### config.mk
export PLATFORM = sky130hd
export DESIGN_NAME = serial_subtractor
export DESIGN_NICKNAME = d
export VERILOG_FILES = /design/src/rtl/serial_subtractor_pkg.sv /design/src/rtl/serial_subtractor_full_subtractor.sv /design/src/rtl/serial_subtractor.sv
export SDC_FILE = /design/constraint.sdc
export NUM_CORES = 1
export LEC_CHECK = 0
export BUFFER_PORTS_ARGS = -buffer_cell sky130_fd_sc_hd__buf_2
export CAP_MARGIN = 30
export CORE_MARGIN = 3
export CORE_UTILIZATION = 53
export DETAILED_ROUTE_END_ITERATION = 10
export PLACE_DENSITY = 0.78
export SLEW_MARGIN = 20
export SYNTH_ARGS = -nofsm -noshare
export SYNTH_HDL_FRONTEND = slang
export SYNTH_SLANG_ARGS = --single-unit
### constraint.sdc
create_clock -name clk -period 2.5 [get_ports clk]
set_input_delay 0.625 -clock clk [delete_from_list [all_inputs] [get_ports clk]]
set_output_delay 0.625 -clock clk [all_outputs]
set_load 0.05 [all_outputs]
### src/rtl/serial_subtractor_pkg.sv
// +----------------------------------------------------------------------------+
// | serial_subtractor_pkg                                                      |
// | Shared FSM state encoding and counter sizing for serial_subtractor.        |
// | Rev 1.0                                                                    |
// +----------------------------------------------------------------------------+
`default_nettype none

package serial_subtractor_pkg;

  typedef enum logic [1:0] {
    IDLE = 2'd0,
    RUN  = 2'd1,
    DONE = 2'd2
  } state_t;

  function automatic int cnt_width(input int w);
    return (w < 2) ? 1 : $clog2(w);
  endfunction

endpackage

`default_nettype wire

### src/rtl/serial_subtractor_full_subtractor.sv
// +----------------------------------------------------------------------------+
// | full_subtractor                                                            |
// | Single-bit combinational cell: diff = a - b - bin, with borrow-out.        |
// | Rev 1.0                                                                    |
// +----------------------------------------------------------------------------+
`default_nettype none

module full_subtractor (
  input  logic a,
  input  logic b,
  input  logic bin,
  output logic diff,
  output logic bout
);

  assign diff = a ^ b ^ bin;
  assign bout = (~a & b) | (~(a ^ b) & bin);

endmodule

`default_nettype wire

### src/rtl/serial_subtractor.sv
// +----------------------------------------------------------------------------+
// | serial_subtractor                                                          |
// | Bit-serial WIDTH-bit subtractor (d = x - y - bi), LSB first, one bit per   |
// | clock, valid/ready on both sides. Optional signed overflow output enabled  |
// | by defining SERIAL_SUBTRACTOR_OVF_EN.                                      |
// | Rev 1.0                                                                    |
// +----------------------------------------------------------------------------+
`default_nettype none

module serial_subtractor
  import serial_subtractor_pkg::*;
#(
  parameter int WIDTH = 8
) (
  input  logic             clk,
  input  logic             rst_n,
  input  logic             in_valid,
  output logic             in_ready,
  input  logic [WIDTH-1:0] x,
  input  logic [WIDTH-1:0] y,
  input  logic             bi,
  output logic             out_valid,
  input  logic             out_ready,
  output logic [WIDTH-1:0] d,
  output logic             bo
`ifdef SERIAL_SUBTRACTOR_OVF_EN
  ,output logic            ovf
`endif
);

  localparam int            c_cnt_w    = cnt_width(WIDTH);
  localparam logic [c_cnt_w-1:0] c_last_bit = c_cnt_w'(WIDTH - 1);

  state_t             r_state;
  state_t             w_state_nxt;
  logic [c_cnt_w-1:0] r_cnt;
  logic [WIDTH-1:0]   r_x;
  logic [WIDTH-1:0]   r_y;
  logic               r_b;
  logic [WIDTH-1:0]   r_d;
  logic               r_bo;
  logic               w_accept;
  logic               w_last;
  logic               w_diff;
  logic               w_bout;

  assign w_accept = in_valid && in_ready;
  assign w_last   = (r_cnt == c_last_bit);

  full_subtractor u_fs (
    .a    (r_x[r_cnt]),
    .b    (r_y[r_cnt]),
    .bin  (r_b),
    .diff (w_diff),
    .bout (w_bout)
  );

  always_ff @(posedge clk or negedge rst_n) begin
    if (!rst_n) begin
      r_state <= IDLE;
    end else begin
      r_state <= w_state_nxt;
    end
  end

  always_comb begin
    w_state_nxt = r_state;
    case (r_state)
      IDLE:    if (w_accept) w_state_nxt = RUN;
      RUN:     if (w_last) w_state_nxt = DONE;
      DONE:    if (out_valid && out_ready) w_state_nxt = IDLE;
      default: w_state_nxt = IDLE;
    endcase
  end

  always_comb begin
    in_ready  = 1'b0;
    out_valid = 1'b0;
    case (r_state)
      IDLE:    in_ready  = 1'b1;
      DONE:    out_valid = 1'b1;
      default: ;
    endcase
  end

  // Operands are captured on accept so the producer may change x/y right away.
  always_ff @(posedge clk or negedge rst_n) begin
    if (!rst_n) begin
      r_cnt <= '0;
      r_x   <= '0;
      r_y   <= '0;
      r_b   <= 1'b0;
      r_d   <= '0;
      r_bo  <= 1'b0;
    end else begin
      case (r_state)
        IDLE: begin
          if (w_accept) begin
            r_x   <= x;
            r_y   <= y;
            r_b   <= bi;
            r_cnt <= '0;
          end
        end
        RUN: begin
          r_d[r_cnt] <= w_diff;
          r_b        <= w_bout;
          if (w_last) begin
            r_bo <= w_bout;
          end else begin
            r_cnt <= r_cnt + 1'b1;
          end
        end
        default: ;
      endcase
    end
  end

  assign d  = r_d;
  assign bo = r_bo;

`ifdef SERIAL_SUBTRACTOR_OVF_EN
  logic r_ovf;

  // On the final bit w_diff is the result MSB, so overflow is known one edge early.
  always_ff @(posedge clk or negedge rst_n) begin
    if (!rst_n) begin
      r_ovf <= 1'b0;
    end else if (r_state == RUN && w_last) begin
      r_ovf <= (r_x[WIDTH-1] != r_y[WIDTH-1]) && (w_diff != r_x[WIDTH-1]);
    end
  end

  assign ovf = r_ovf;
`endif

endmodule

`default_nettype wire

Yosys cells after proc, flatten, opt, wreduce, memory -nomap -nowiden --
Cells that the tools add are included.
Storage, ports and cells: flip-flop bits (word level) 31, input bits 21, output and inout bits 11
Cells by class: add/subtract/negate cells 1, order comparisons 2, equality and inequality tests 7, multiplexer cells 18, bitwise logic cells 7, reduce and logical (&&, ||, !) cells 10
Operators by type and width (count):
- $bwmux W8 | 1
- $ne A2 B2 Y1 const B | 4
- $bmux W1 S3 | 2
- $mux W1 | 6
- $mux W2 | 3
- $mux W3 | 2
- $pmux W2 S3 | 1
- $pmux W3 S2 | 1
- $reduce_and A2 Y1 | 3
- $reduce_and A3 Y1 | 2
- $lt A3 B4 Y1 const B | 1
- $add A3 B1 Y3 const B | 1
- $demux W1 S3 | 1
- $eq A3 B3 Y1 const B | 1
- $ge A3 B1 Y1 const B | 1
- $logic_and A1 B1 Y1 | 3
- $and A1 B1 Y1 | 2
- $eq A2 B1 Y1 const B | 1
- $eq A2 B2 Y1 const B | 1
- $logic_not A2 Y1 | 1
- $not A1 Y1 | 2
- $pmux W1 S2 | 1
- $reduce_bool A2 Y1 | 1
- $xor A1 B1 Y1 | 2
- $or A1 B1 Y1 | 1

Longest topological paths before layout --
Gate-level depths: netlist of the first run.
depth after elaboration 7, mapped depth 7

By module --
Synthesis of the first run repeated with hierarchy kept, for this count alone.
Unflattened totals: cells, all modules 106, area total of the unflattened synthesis 1531.5 um^2
By module, submodules not included:
- serial_subtractor | instances 1, cells an instance 102, area each 1500.2 um^2
- full_subtractor | instances 1, cells an instance 4, area each 31.3 um^2

Worst setup path after synthesis of the first run --
OpenSTA, ideal clock, no wires.
kind flip-flop to flip-flop, from register r_cnt[0], to register r_d[3], in the netlist d[3], library setup time 0.125 ns, arrival time 2.086 ns, required time 2.375 ns, slack 0.289 ns, stages on the path, launching flop included 6, clock period less this slack 2.211 ns, path through dfrtp_1 > buf_6 > mux4_1 > mux2_2 > fa_1 > mux2_2
On the way: word-level cells in the longest chain between the ends 5
RTL lines:
- from (decl) | RTL line serial_subtractor.sv:36 | logic [c_cnt_w-1:0] r_cnt;
- from (signal assigned) | RTL line serial_subtractor.sv:111 | r_cnt <= r_cnt + 1'b1;
- $bmux W1 S3, on equally long branches | RTL line serial_subtractor.sv:51, serial_subtractor.sv:52
- $mux W1, on equally long branches | RTL line serial_subtractor.sv:51, serial_subtractor.sv:52
- $xor A1 B1 Y1 * (2 in series) | RTL line serial_subtractor_full_subtractor.sv:16 | assign diff = a ^ b ^ bin;
- named net u_fs.diff | RTL line serial_subtractor_full_subtractor.sv:12 | output logic diff,
- $bwmux W8 * | RTL line serial_subtractor.sv:106 | r_d[r_cnt] <= w_diff;
- to (signal, indexed assignment) | RTL line serial_subtractor.sv:106
- to (decl) | RTL line serial_subtractor.sv:40 | logic [WIDTH-1:0] r_d;
The timed path passes the listed nets; every way through them passes the cells marked *. The select of a mux whose other input is x is not followed. A chain may end at the register's enable or synchronous reset.

Worst setup path after layout of the first run --
from register r_cnt[0], to register r_d[1], in the netlist d[1]
The elaborated chain is that of the path after synthesis.

==> metrics.csv, run 1 <==
metric,value,unit
fin_util,66.9,%
worst_r2r_path_depth,4,
die_area,0.00353,mm2
p_clk_share,12.4,%
internal_power,1560,uW
io_buffers,31,
vdd_drop_max,1.15,mV
synth_cell_type_count,28,
initialDrtViolationCount,17,
final.min_clock_period,2.31,ns
clk_root_buffer_cell,sky130_fd_sc_hd__clkbuf_4,
overflow,0,
ant_nets,0,
mappedNetlistNets,131,
worstPathRequired,2.72,ns
timing.final.setup_violations,0,
coreArea,0.00259,mm2
finClkSkew,0.0138,ns
cts_inserted_buffers,5,
tcrit_tclk_final,92.4,%
final_hold_viol_count,0,
antenna_violations_before_repair,0,
switching_power,1050,uW
drive_above_1_share,50.4,%
critical-path-top-cell-by-count,sky130_fd_sc_hd__mux2_2,
finalNonFillerCells,171,
maxSlewHeadroom,54.8,%
avgViaCountPerCell,5.57,
cp_top_family,multiplexers,
worst_setup_path_start_kind,flip-flop,
power_density,1510,mW/mm2
setup.worst_path.end_class,flip-flop,
ys.warnings.count,0,
grt_util_overall,17.4,%
flip_flop_and_latch_count_after_synthesis,31,
crit_cells,4,
start_util,58.4,%
run_status,"finished, final reports clean",
insertedDiodeCount,0,
cp_max_fo,8,
power_frac_seq,36.1,%
drt_pre_antenna_iters,4,
io-pin-count,32,
grt_start_max_net_pins,32,
clock_tree_from_tritoncts,yes,
timing.hold.ws,0.326,ns
number_of_core_rows,18,
avgRoutedWirePerCell,15.0,um
grt_first_pass_wirelength,4500,um
gpl.final_weighted_congestion,0.779,
post_synth.cell_area_avg,14.1,um2
p_leak,0.000814,uW
critical_path.n_buffers_inverters,0,
max_cap_violations,0,
min-delay-path-class,in -> async,
post_cts_buffers,0,
slowest_cell_on_the_critical_path,sky130_fd_sc_hd__mux4_1,
p_sw_share,40.3,%
synth_area,0.00151,mm2
post_cts.resized_instances,0,
placed_cells_incl_taps,163,
die_x,59.4,um
max_clock_freq,433,MHz
rsz_0062_raised_after_global_routing,false,
cts.reportedPaths.clkPinSlew,0.10,ns
die_ht,59.4,um
drt-total-wl,2560,um
vias,953,
pwr-share-comb,51.5,%
n_fill_cell,192,
area_growth_syn_to_layout,14.6,%
worst_path_largest_cell_delay,0.57,ns
cp.arrival,2.53,ns
dp_hpwl,1920,um
cts_max_level,2,
final_routed_drc_violation_total,0,
total_power,2610,uW
clockBufferDepth,2,
layout.nets,164,
worstSkewPairLatency,0.32,ns
crit_chain,mux4_1 > mux2_2 > fa_1 > mux2_2,
cts.sink_count,31,
transition_time_at_the_pin_with_the_least_slew_margin,0.678,ns
cts_hold_buf,0,
syn_inst,107,
timing.setup.critical_path_class,reg -> reg,
final-max-slew-violation-count,0,
yosysSeqAreaShare,51.3,%
mostFrequentLayoutCells,"sky130_fd_sc_hd__dfrtp_1, sky130_fd_sc_hd__buf_2, sky130_fd_sc_hd__mux2_2",
first_global_vias,1032,
sum_of_negative_setup_slack,0,ns
-- kinds of logic after synthesis --
kind of cell	synth area share (%)
adder cells (fa/ha/maj)	2.98
AO/OA/AOI/OAI	4.47
flip-flops	51.3
multiplexers	27.9
AND/OR/NAND/NOR	9.11
buffers and inverters	4.22
-- metrics by stage --
stage	setup WS, ns	cell area [um2]
floorplan	0.289	1510
global placement	0.247	1660
detailed placement	0.186	1660
CTS	0.164	1730
global route	0.0619	1730
finish	0.191	1730
-- worst register-to-register path: stages (launching register included) --
cell	delay [ns]
sky130_fd_sc_hd__dfrtp_1	0.46
sky130_fd_sc_hd__mux4_1	0.57
sky130_fd_sc_hd__mux2_2	0.29
sky130_fd_sc_hd__fa_1	0.57
sky130_fd_sc_hd__mux2_2	0.32
-- sequential cells by signal (all words and copies together) (netlist names) --
name	flops
bo	1
d	8
r_b	1
r_cnt	3
r_state	2
r_x	8
r_y	8
-- power groups by stage --
stage	Clock [uW]	Sequential [uW]	Combinational (uW)
after floorplan	0	1120	910
after global placement	0	939	1310
after detailed placement	0	960	1360
after CTS	337	947	1360
after global routing	360	980	1480
final	324	941	1340
-- layout make-up --
type | instances | area [um2] | area share, %
multi-input combinational | 67 | 672 | 38.8
clock buffer | 8 | 68.8 | 3.97
sequential | 31 | 776 | 44.8
inverter | 2 | 7.51 | 0.434
timing repair buffer | 33 | 170 | 9.83
tap | 30 | 37.5 | 2.17
-- worst paths after layout --
check                                           from                      to  slack [ns]
worst max-delay path            r_cnt[0]$_DFFE_PN0P_        d[1]$_DFFE_PN0P_        0.19
worst min-delay path                           rst_n  r_state[0]$_DFFE_PN0P_        0.33
worst max register to register  r_cnt[0]$_DFFE_PN0P_        d[1]$_DFFE_PN0P_        0.19
worst min register to register        bo$_DFFE_PN0P_          bo$_DFFE_PN0P_        0.49
max in group asynchronous                      rst_n      r_y[4]$_DFFE_PN0P_        1.72
min in group clk                      bo$_DFFE_PN0P_          bo$_DFFE_PN0P_        0.49
-- routing by layer --
metal / GRT usage (%) / up-vias / part of all wire, %
met5: 0 / - / 0
met3: 6.32 / 2 / 5.3
li1: - / 459 / -
met1: 19.7 / 469 / 40
met4: 3.88 / 0 / 0.86
met2: 30.9 / 23 / 54
-- cell usage after synthesis --
library cell               instances  area, um2
sky130_fd_sc_hd__a21oi_1           2       10.0
sky130_fd_sc_hd__a22o_1            4       35.0
sky130_fd_sc_hd__a22o_2            1       10.0
sky130_fd_sc_hd__and2_4            1       8.76
sky130_fd_sc_hd__buf_4             2       15.0
sky130_fd_sc_hd__buf_6             3       33.8
sky130_fd_sc_hd__clkbuf_1          2       7.51
sky130_fd_sc_hd__dfrtp_1          31        776
sky130_fd_sc_hd__fa_1              1       20.0
sky130_fd_sc_hd__ha_1              2       25.0
sky130_fd_sc_hd__inv_1             2       7.51
sky130_fd_sc_hd__mux2_2           25        282
sky130_fd_sc_hd__mux2_4            1       15.0
sky130_fd_sc_hd__mux2i_1           2       20.0
sky130_fd_sc_hd__mux4_1            4        105
sky130_fd_sc_hd__nand2_1           5       18.8
sky130_fd_sc_hd__nand2b_1          1       6.26
sky130_fd_sc_hd__nand3_1           1       5.00
sky130_fd_sc_hd__nand3b_1          4       30.0
sky130_fd_sc_hd__nor2_1            4       15.0
sky130_fd_sc_hd__nor2_2            1       6.26
sky130_fd_sc_hd__nor2b_1           1       6.26
sky130_fd_sc_hd__nor3_1            1       5.00
sky130_fd_sc_hd__nor3b_1           2       15.0
sky130_fd_sc_hd__nor3b_2           1       12.5
sky130_fd_sc_hd__o21ai_0           1       5.00
sky130_fd_sc_hd__o21bai_1          1       7.51
sky130_fd_sc_hd__or3b_2            1       8.76
(Power assumes the default switching activity.)
==> inputs of run 2 (changes only) <==
--- a/config.mk
+++ b/config.mk
@@ -8,9 +8,9 @@
 export BUFFER_PORTS_ARGS = -buffer_cell sky130_fd_sc_hd__buf_2
 export CAP_MARGIN = 30
 export CORE_MARGIN = 3
-export CORE_UTILIZATION = 53
+export CORE_UTILIZATION = 50
 export DETAILED_ROUTE_END_ITERATION = 10
-export PLACE_DENSITY = 0.78
+export PLACE_DENSITY = 0.74
 export SLEW_MARGIN = 20
 export SYNTH_ARGS = -nofsm -noshare
 export SYNTH_HDL_FRONTEND = slang
==> metrics.csv, run 2 (same netlist as run 1, synthesis figures left out) <==
metric,value,unit,change
clk_root_buffer_cell,sky130_fd_sc_hd__clkbuf_4,,unchanged
cts_max_level,2,,unchanged
io-pin-count,32,,unchanged
ant_nets,0,,unchanged
worst_setup_path_start_kind,flip-flop,,unchanged
fin_util,61.5,%,was 66.9%
switching_power,1090,uW,was 1050 uW
timing.hold.ws,0.321,ns,was 0.326 ns
cts.sink_count,31,,unchanged
die_ht,61.0,um,was 59.4 um
routed.top_layer,met4,,unchanged
final-max-slew-violation-count,0,,unchanged
avgViaCountPerCell,5.65,,was 5.57
timing.setup.critical_path_class,reg -> reg,,unchanged
maxSlewHeadroom,55.7,%,was 54.8%
internal_power,1570,uW,was 1560 uW
worst_path_largest_cell_delay,0.59,ns,was 0.57 ns
critical-path-top-cell-by-count,sky130_fd_sc_hd__mux2_2,,unchanged
cts.reportedPaths.clkPinSlew,0.10,ns,about the same
vdd_drop_max,0.614,mV,was 1.15 mV
pwr-share-comb,53.0,%,was 51.5%
n_fill_cell,234,,was 192
insertedDiodeCount,0,,unchanged
grt_util_overall,17.3,%,was 17.4%
p_leak,0.000819,uW,was 0.000814 uW
p_sw_share,40.9,%,was 40.3%
crit_chain,mux4_1 > mux2_2 > fa_1 > mux2_2,,unchanged
max_cap_violations,0,,unchanged
antenna_violations_before_repair,0,,unchanged
layout.nets,165,,was 164
cts_hold_buf,0,,unchanged
met1Wirelength,1140,um,was 1020 um
run_status,"finished, final reports clean",,unchanged
critical_path.n_buffers_inverters,0,,unchanged
die_x,61.0,um,was 59.4 um
avgRoutedWirePerCell,15.5,um,was 15.0 um
mostFrequentLayoutCells,"sky130_fd_sc_hd__dfrtp_1, sky130_fd_sc_hd__buf_2, sky130_fd_sc_hd__mux2_2",,unchanged
area_growth_syn_to_layout,15.1,%,was 14.6%
clockBufferDepth,2,,unchanged
die_area,0.00372,mm2,was 0.00353 mm2
p_clk_share,12.4,%,about the same
first_global_vias,975,,"was 1,032"
dp_hpwl,1970,um,was 1920 um
max_clock_freq,424,MHz,was 433 MHz
drt-total-wl,2690,um,was 2560 um
grt_start_max_net_pins,32,,unchanged
overflow,0,,unchanged
vias,978,,was 953
coreArea,0.00283,mm2,was 0.00259 mm2
setup.worst_path.end_class,flip-flop,,unchanged
final_hold_viol_count,0,,unchanged
worstSkewPairLatency,0.32,ns,about the same
sum_of_negative_setup_slack,0,ns,unchanged
drt_pre_antenna_iters,4,,unchanged
final_routed_drc_violation_total,0,,unchanged
route.met2.wl,1340,um,was 1380 um
cp_top_family,multiplexers,,unchanged
worstPathRequired,2.72,ns,about the same
clock_tree_from_tritoncts,yes,,unchanged
final.min_clock_period,2.36,ns,was 2.31 ns
drive_above_1_share,50.7,%,was 50.4%
power_density,1530,mW/mm2,was 1510 mW/mm2
cp_max_fo,8,,unchanged
gpl.final_weighted_congestion,0.810,,was 0.779
number_of_core_rows,19,,was 18
start_util,53.4,%,was 58.4%
cts_inserted_buffers,5,,unchanged
cp.arrival,2.58,ns,was 2.53 ns
initialDrtViolationCount,53,,was 17
power_frac_seq,34.6,%,was 36.1%
grt_first_pass_wirelength,4510,um,was 4500 um
finClkSkew,0.0115,ns,was 0.0138 ns
post_cts_buffers,0,,unchanged
tcrit_tclk_final,94.4,%,was 92.4%
post_cts.resized_instances,0,,unchanged
io_buffers,31,,unchanged
met3_wirelength,136,um,was 135 um
rsz_0062_raised_after_global_routing,false,,unchanged
transition_time_at_the_pin_with_the_least_slew_margin,0.664,ns,was 0.678 ns
timing.final.setup_violations,0,,unchanged
slowest_cell_on_the_critical_path,sky130_fd_sc_hd__fa_1,,was sky130_fd_sc_hd__mux4_1
min-delay-path-class,in -> async,,unchanged
## run 2: cell types whose count changed in the layout (fill, tap and decap cells not counted)
cell / change
sky130_fd_sc_hd__buf_4: +1
## run 2: per-layer routing
| layer | global-route usage, % | vias up |
|---|---|---|
| met1 | 21.0 | 487 |
| met4 | 9.29 | 0 |
| met2 | 27.5 | 30 |
| met3 | 5.53 | 9 |
| met5 | 0 | - |
| li1 | - | 452 |
## run 2: area by class of cell
cell class              count  area, um2  share of cell area [%]
multi-input cells          67        672                    38.6
inverters                   2       7.51                   0.431
well taps                  31       38.8                    2.23
clock buffers               8       68.8                    3.95
repair buffers             34        178                    10.2
flip-flops and latches     31        776                    44.6
## run 2: metrics by stage
stage          total power (uW)  instances  setup slack, ns  area (um2)
2_1_floorplan              2030        107            0.289        1510
3_3_place_gp               2270        165            0.238        1670
3_5_place_dp               2360        165            0.143        1670
4_1_cts                    2700        173            0.120        1740
5_1_grt                    2860        173           0.0674        1740
6_report                   2660        173            0.140        1740
## run 2: path summary, 6_finish.rpt
kind,cells past startpoint,to,from,slack (ns)
max,4,d[4]$_DFFE_PN0P_,r_cnt[0]$_DFFE_PN0P_,0.14
max in group asynchronous,1,r_y[0]$_DFFE_PN0P_,rst_n,1.74
min reg2reg,2,bo$_DFFE_PN0P_,bo$_DFFE_PN0P_,0.49
max reg2reg,4,d[4]$_DFFE_PN0P_,r_cnt[0]$_DFFE_PN0P_,0.14
min,1,r_state[0]$_DFFE_PN0P_,rst_n,0.32
min in group clk,2,bo$_DFFE_PN0P_,bo$_DFFE_PN0P_,0.49
## run 2: worst register-to-register path: stages, from the launching register on
cell                      delay, ns
sky130_fd_sc_hd__dfrtp_1       0.47
sky130_fd_sc_hd__mux4_1        0.58
sky130_fd_sc_hd__mux2_2        0.29
sky130_fd_sc_hd__fa_1          0.59
sky130_fd_sc_hd__mux2_2        0.32
## run 2: power by group through the flow
stage | Combinational (uW) | Clock [uW] | Sequential (uW)
final | 1410 | 329 | 919
after CTS | 1430 | 338 | 923
after global placement | 1340 | 0 | 923
after floorplan | 910 | 0 | 1120
after global routing | 1540 | 364 | 956
after detailed placement | 1420 | 0 | 935
==> inputs of run 3 (changes only) <==
--- a/config.mk
+++ b/config.mk
@@ -14,4 +14,5 @@
 export SLEW_MARGIN = 20
 export SYNTH_ARGS = -nofsm -noshare
 export SYNTH_HDL_FRONTEND = slang
+export SYNTH_HIERARCHICAL = 1
 export SYNTH_SLANG_ARGS = --single-unit
==> metrics.csv, run 3 <==
metric,value,unit,change
io-pin-count,32,,unchanged
cts.sink_count,31,,unchanged
die_x,61.3,um,was 61.0 um
vias,966,,was 978
area_growth_syn_to_layout,14.2,%,was 15.1%
finalInstanceArea,0.00175,mm2,was 0.00174 mm2
post-synth-top-area-fraction,50.7,%,was 51.3%
maxSlewHeadroom,54.6,%,was 55.7%
post_cts.resized_instances,0,,unchanged
worst_r2r_path_depth,4,,unchanged
rsz_0062_raised_after_global_routing,false,,unchanged
die_area,0.00376,mm2,was 0.00372 mm2
ys.warnings.count,6,,was 0
drive_above_1_share,53.5,%,was 50.7%
worst_r2r_startpoint,r_cnt[0]$_DFFE_PN0P_,,unchanged
ys_top_cells_by_count,"sky130_fd_sc_hd__dfrtp_1, sky130_fd_sc_hd__mux2_2, sky130_fd_sc_hd__mux2_4, sky130_fd_sc_hd__a22o_1",,"was sky130_fd_sc_hd__dfrtp_1, sky130_fd_sc_hd__mux2_2, sky130_fd_sc_hd__nand2_1"
final.min_clock_period,2.32,ns,was 2.36 ns
worstSkewPairLatency,0.33,ns,was 0.32 ns
synth_most_common_cell,sky130_fd_sc_hd__dfrtp_1,,unchanged
worstPathRequired,2.72,ns,about the same
first_global_vias,971,,was 975
max_clock_freq,432,MHz,was 424 MHz
worst_setup_path_startpoint,r_cnt[0]$_DFFE_PN0P_,,unchanged
sum_of_negative_setup_slack,0,ns,unchanged
avgViaCountPerCell,5.58,,was 5.65
grt_util_overall,16.9,%,was 17.3%
cp_max_fo,8,,unchanged
avgRoutedWirePerCell,15.0,um,was 15.5 um
timing.setup.critical_path_class,reg -> reg,,unchanged
vdd_drop_max,0.838,mV,was 0.614 mV
grt_first_pass_wirelength,4540,um,was 4510 um
post_cts_buffers,0,,unchanged
clock_tree_from_tritoncts,yes,,unchanged
initialDrtViolationCount,32,,was 53
grt_most_used_layer,met2,,unchanged
io_buffers,31,,unchanged
power_density,1520,mW/mm2,was 1530 mW/mm2
clk_root_buffer_cell,sky130_fd_sc_hd__clkbuf_4,,unchanged
yosysSeqAreaShare,50.7,%,was 51.3%
critical_path.reg2reg.endpoint,d[7]$_DFFE_PN0P_,,was d[4]$_DFFE_PN0P_
finalNonFillerCells,173,,unchanged
synth_area,0.00153,mm2,was 0.00151 mm2
timing.final.setup_violations,0,,unchanged
synth_largest_area_cell,sky130_fd_sc_hd__dfrtp_1,,unchanged
worst_setup_path_start_kind,flip-flop,,unchanged
mostFrequentLayoutCells,"sky130_fd_sc_hd__dfrtp_1, sky130_fd_sc_hd__buf_2, sky130_fd_sc_hd__mux2_2",,unchanged
n_fill_cell,249,,was 234
gpl.final_weighted_congestion,0.709,,was 0.810
synth-edff-count,0,,unchanged
run_status,"finished, final reports clean",,unchanged
global_route.usage.met2,24.0,%,was 27.5%
drt-total-wl,2600,um,was 2690 um
antenna_violations_before_repair,0,,unchanged
async_flop_share,100,%,unchanged
cell_area_reported_after_detailed_placement,0.00170,mm2,was 0.00167 mm2
met3_global_route_usage,6.29,%,was 5.53%
number_of_core_rows,19,,unchanged
dp_hpwl,1930,um,was 1970 um
layout.nets,165,,unchanged
finClkSkew,0.00777,ns,was 0.0115 ns
grt_start_max_net_pins,32,,unchanged
global_route.usage.met1,23.3,%,was 21.0%
post_synth.cell_area_avg,14.4,um2,was 14.1 um2
clockBufferDepth,2,,unchanged
overflow,0,,unchanged
ys_top_cells_by_area,"sky130_fd_sc_hd__dfrtp_1, sky130_fd_sc_hd__mux2_2, sky130_fd_sc_hd__mux2_4, sky130_fd_sc_hd__mux4_2, sky130_fd_sc_hd__a22o_1",,"was sky130_fd_sc_hd__dfrtp_1, sky130_fd_sc_hd__mux2_2, sky130_fd_sc_hd__mux4_1, sky130_fd_sc_hd__a22o_1, sky130_fd_sc_hd__buf_6"
critical_path.endpoint,d[7]$_DFFE_PN0P_,,was d[4]$_DFFE_PN0P_
cts.reportedPaths.clkPinSlew,0.10,ns,about the same
cp.arrival,2.54,ns,was 2.58 ns
cts_max_level,2,,unchanged
transition_time_at_the_pin_with_the_least_slew_margin,0.681,ns,was 0.664 ns
mappedNetlistNets,130,,was 131
p_leak,0.000826,uW,was 0.000819 uW
die_ht,61.3,um,was 61.0 um
final_hold_viol_count,0,,unchanged
cts_hold_buf,0,,unchanged
coreArea,0.00283,mm2,unchanged
min-delay-path-class,in -> async,,unchanged
ant_nets,0,,unchanged
start_util,54.1,%,was 53.4%
tcrit_tclk_final,92.7,%,was 94.4%
ys_dominant_reg_cell,sky130_fd_sc_hd__dfrtp_1,,unchanged
setup.worst_path.end_class,flip-flop,,unchanged
setup.reg_to_reg.worst_slack,0.18,ns,was 0.14 ns
cts_inserted_buffers,5,,unchanged
drt_pre_antenna_iters,4,,unchanged
final-max-slew-violation-count,0,,unchanged
synth_cell_type_count,27,,was 28
syn_inst,106,,was 107
final_routed_drc_violation_total,0,,unchanged
placed_cells_incl_taps,165,,unchanged
flip_flop_and_latch_count_after_synthesis,31,,unchanged
insertedDiodeCount,0,,unchanged
max_cap_violations,0,,unchanged
run 3: cell count changes after synthesis, moves of 4 or more:
cell,previous run,this run
sky130_fd_sc_hd__mux2_4,1,10
sky130_fd_sc_hd__mux4_1,4,0
sky130_fd_sc_hd__mux2_2,25,18
sky130_fd_sc_hd__mux4_2,0,4
run 3: worst max-delay path, cell delays in order, from the launching register on:
cell	delay, ns
sky130_fd_sc_hd__dfrtp_1	0.49
sky130_fd_sc_hd__mux4_2	0.53
sky130_fd_sc_hd__mux2_2	0.29
sky130_fd_sc_hd__fa_1	0.59
sky130_fd_sc_hd__mux2_2	0.31
run 3: how the worst min path moves through the flow:
stage          slack [ns]                from                  to  cells past startpoint
3_5_place_dp         0.49  r_y[0]$_DFFE_PN0P_  r_y[0]$_DFFE_PN0P_                      1
6_report             0.32               rst_n  r_y[0]$_DFFE_PN0P_                      1
5_1_grt              0.36               rst_n    d[4]$_DFFE_PN0P_                      1
2_1_floorplan        0.33               rst_n      bo$_DFFE_PN0P_                      0
3_3_place_gp         0.48     r_b$_DFFE_PN0P_     r_b$_DFFE_PN0P_                      2
4_1_cts              0.33               rst_n    d[4]$_DFFE_PN0P_                      1
run 3: area by class of cell:
type	count	area [um2]	area share [%]
clock buffers	7	45.0	2.58
clock inverters	1	5.00	0.286
inverters	3	11.3	0.644
multi-input cells	66	696	39.8
flip-flops and latches	31	776	44.3
well taps	31	38.8	2.22
repair buffers	34	178	10.2
run 3: where the power goes:
| part | switching (uW) | internal [uW] | total (uW) | leakage (uW) |
|---|---|---|---|---|
| sequential | 192 | 754 | 947 | 0.000372 |
| combinational | 729 | 705 | 1430 | 0.000425 |
| clock | 166 | 109 | 276 | 0.0000293 |
| total | 1090 | 1570 | 2660 | 0.000826 |
run 3: cells by family (layout without fill, tap and decap cells):
family,after synthesis,in the layout,synth area share [%]
DFF,31,31,50.7
and+or+nand+nor,22,22,8.74
buffers and inverters,9,45,3.92
muxes,32,32,28.9
AOI/OAI and AO/OA,9,9,4.82
adders and majority gates,3,3,2.94
run 3: per-stage QoR:
step | hold WS, ns | total power, uW | setup WS [ns] | util (%)
global route | 0.363 | 2860 | 0.0521 | 61.8
floorplan | 0.329 | 2100 | 0.231 | -
finish | 0.324 | 2660 | 0.184 | 61.8
CTS | 0.333 | 2680 | 0.163 | 61.8
global placement | 0.478 | 2350 | 0.213 | 60.1
detailed placement | 0.494 | 2410 | 0.174 | 60.1
run 3: metal layers:
layer / vias to the layer above / wire (um)
li1: 452 / -
met1: 476 / 1230
met2: 32 / 1150
met3: 6 / 169
met4: 0 / 49
met5: - / 0
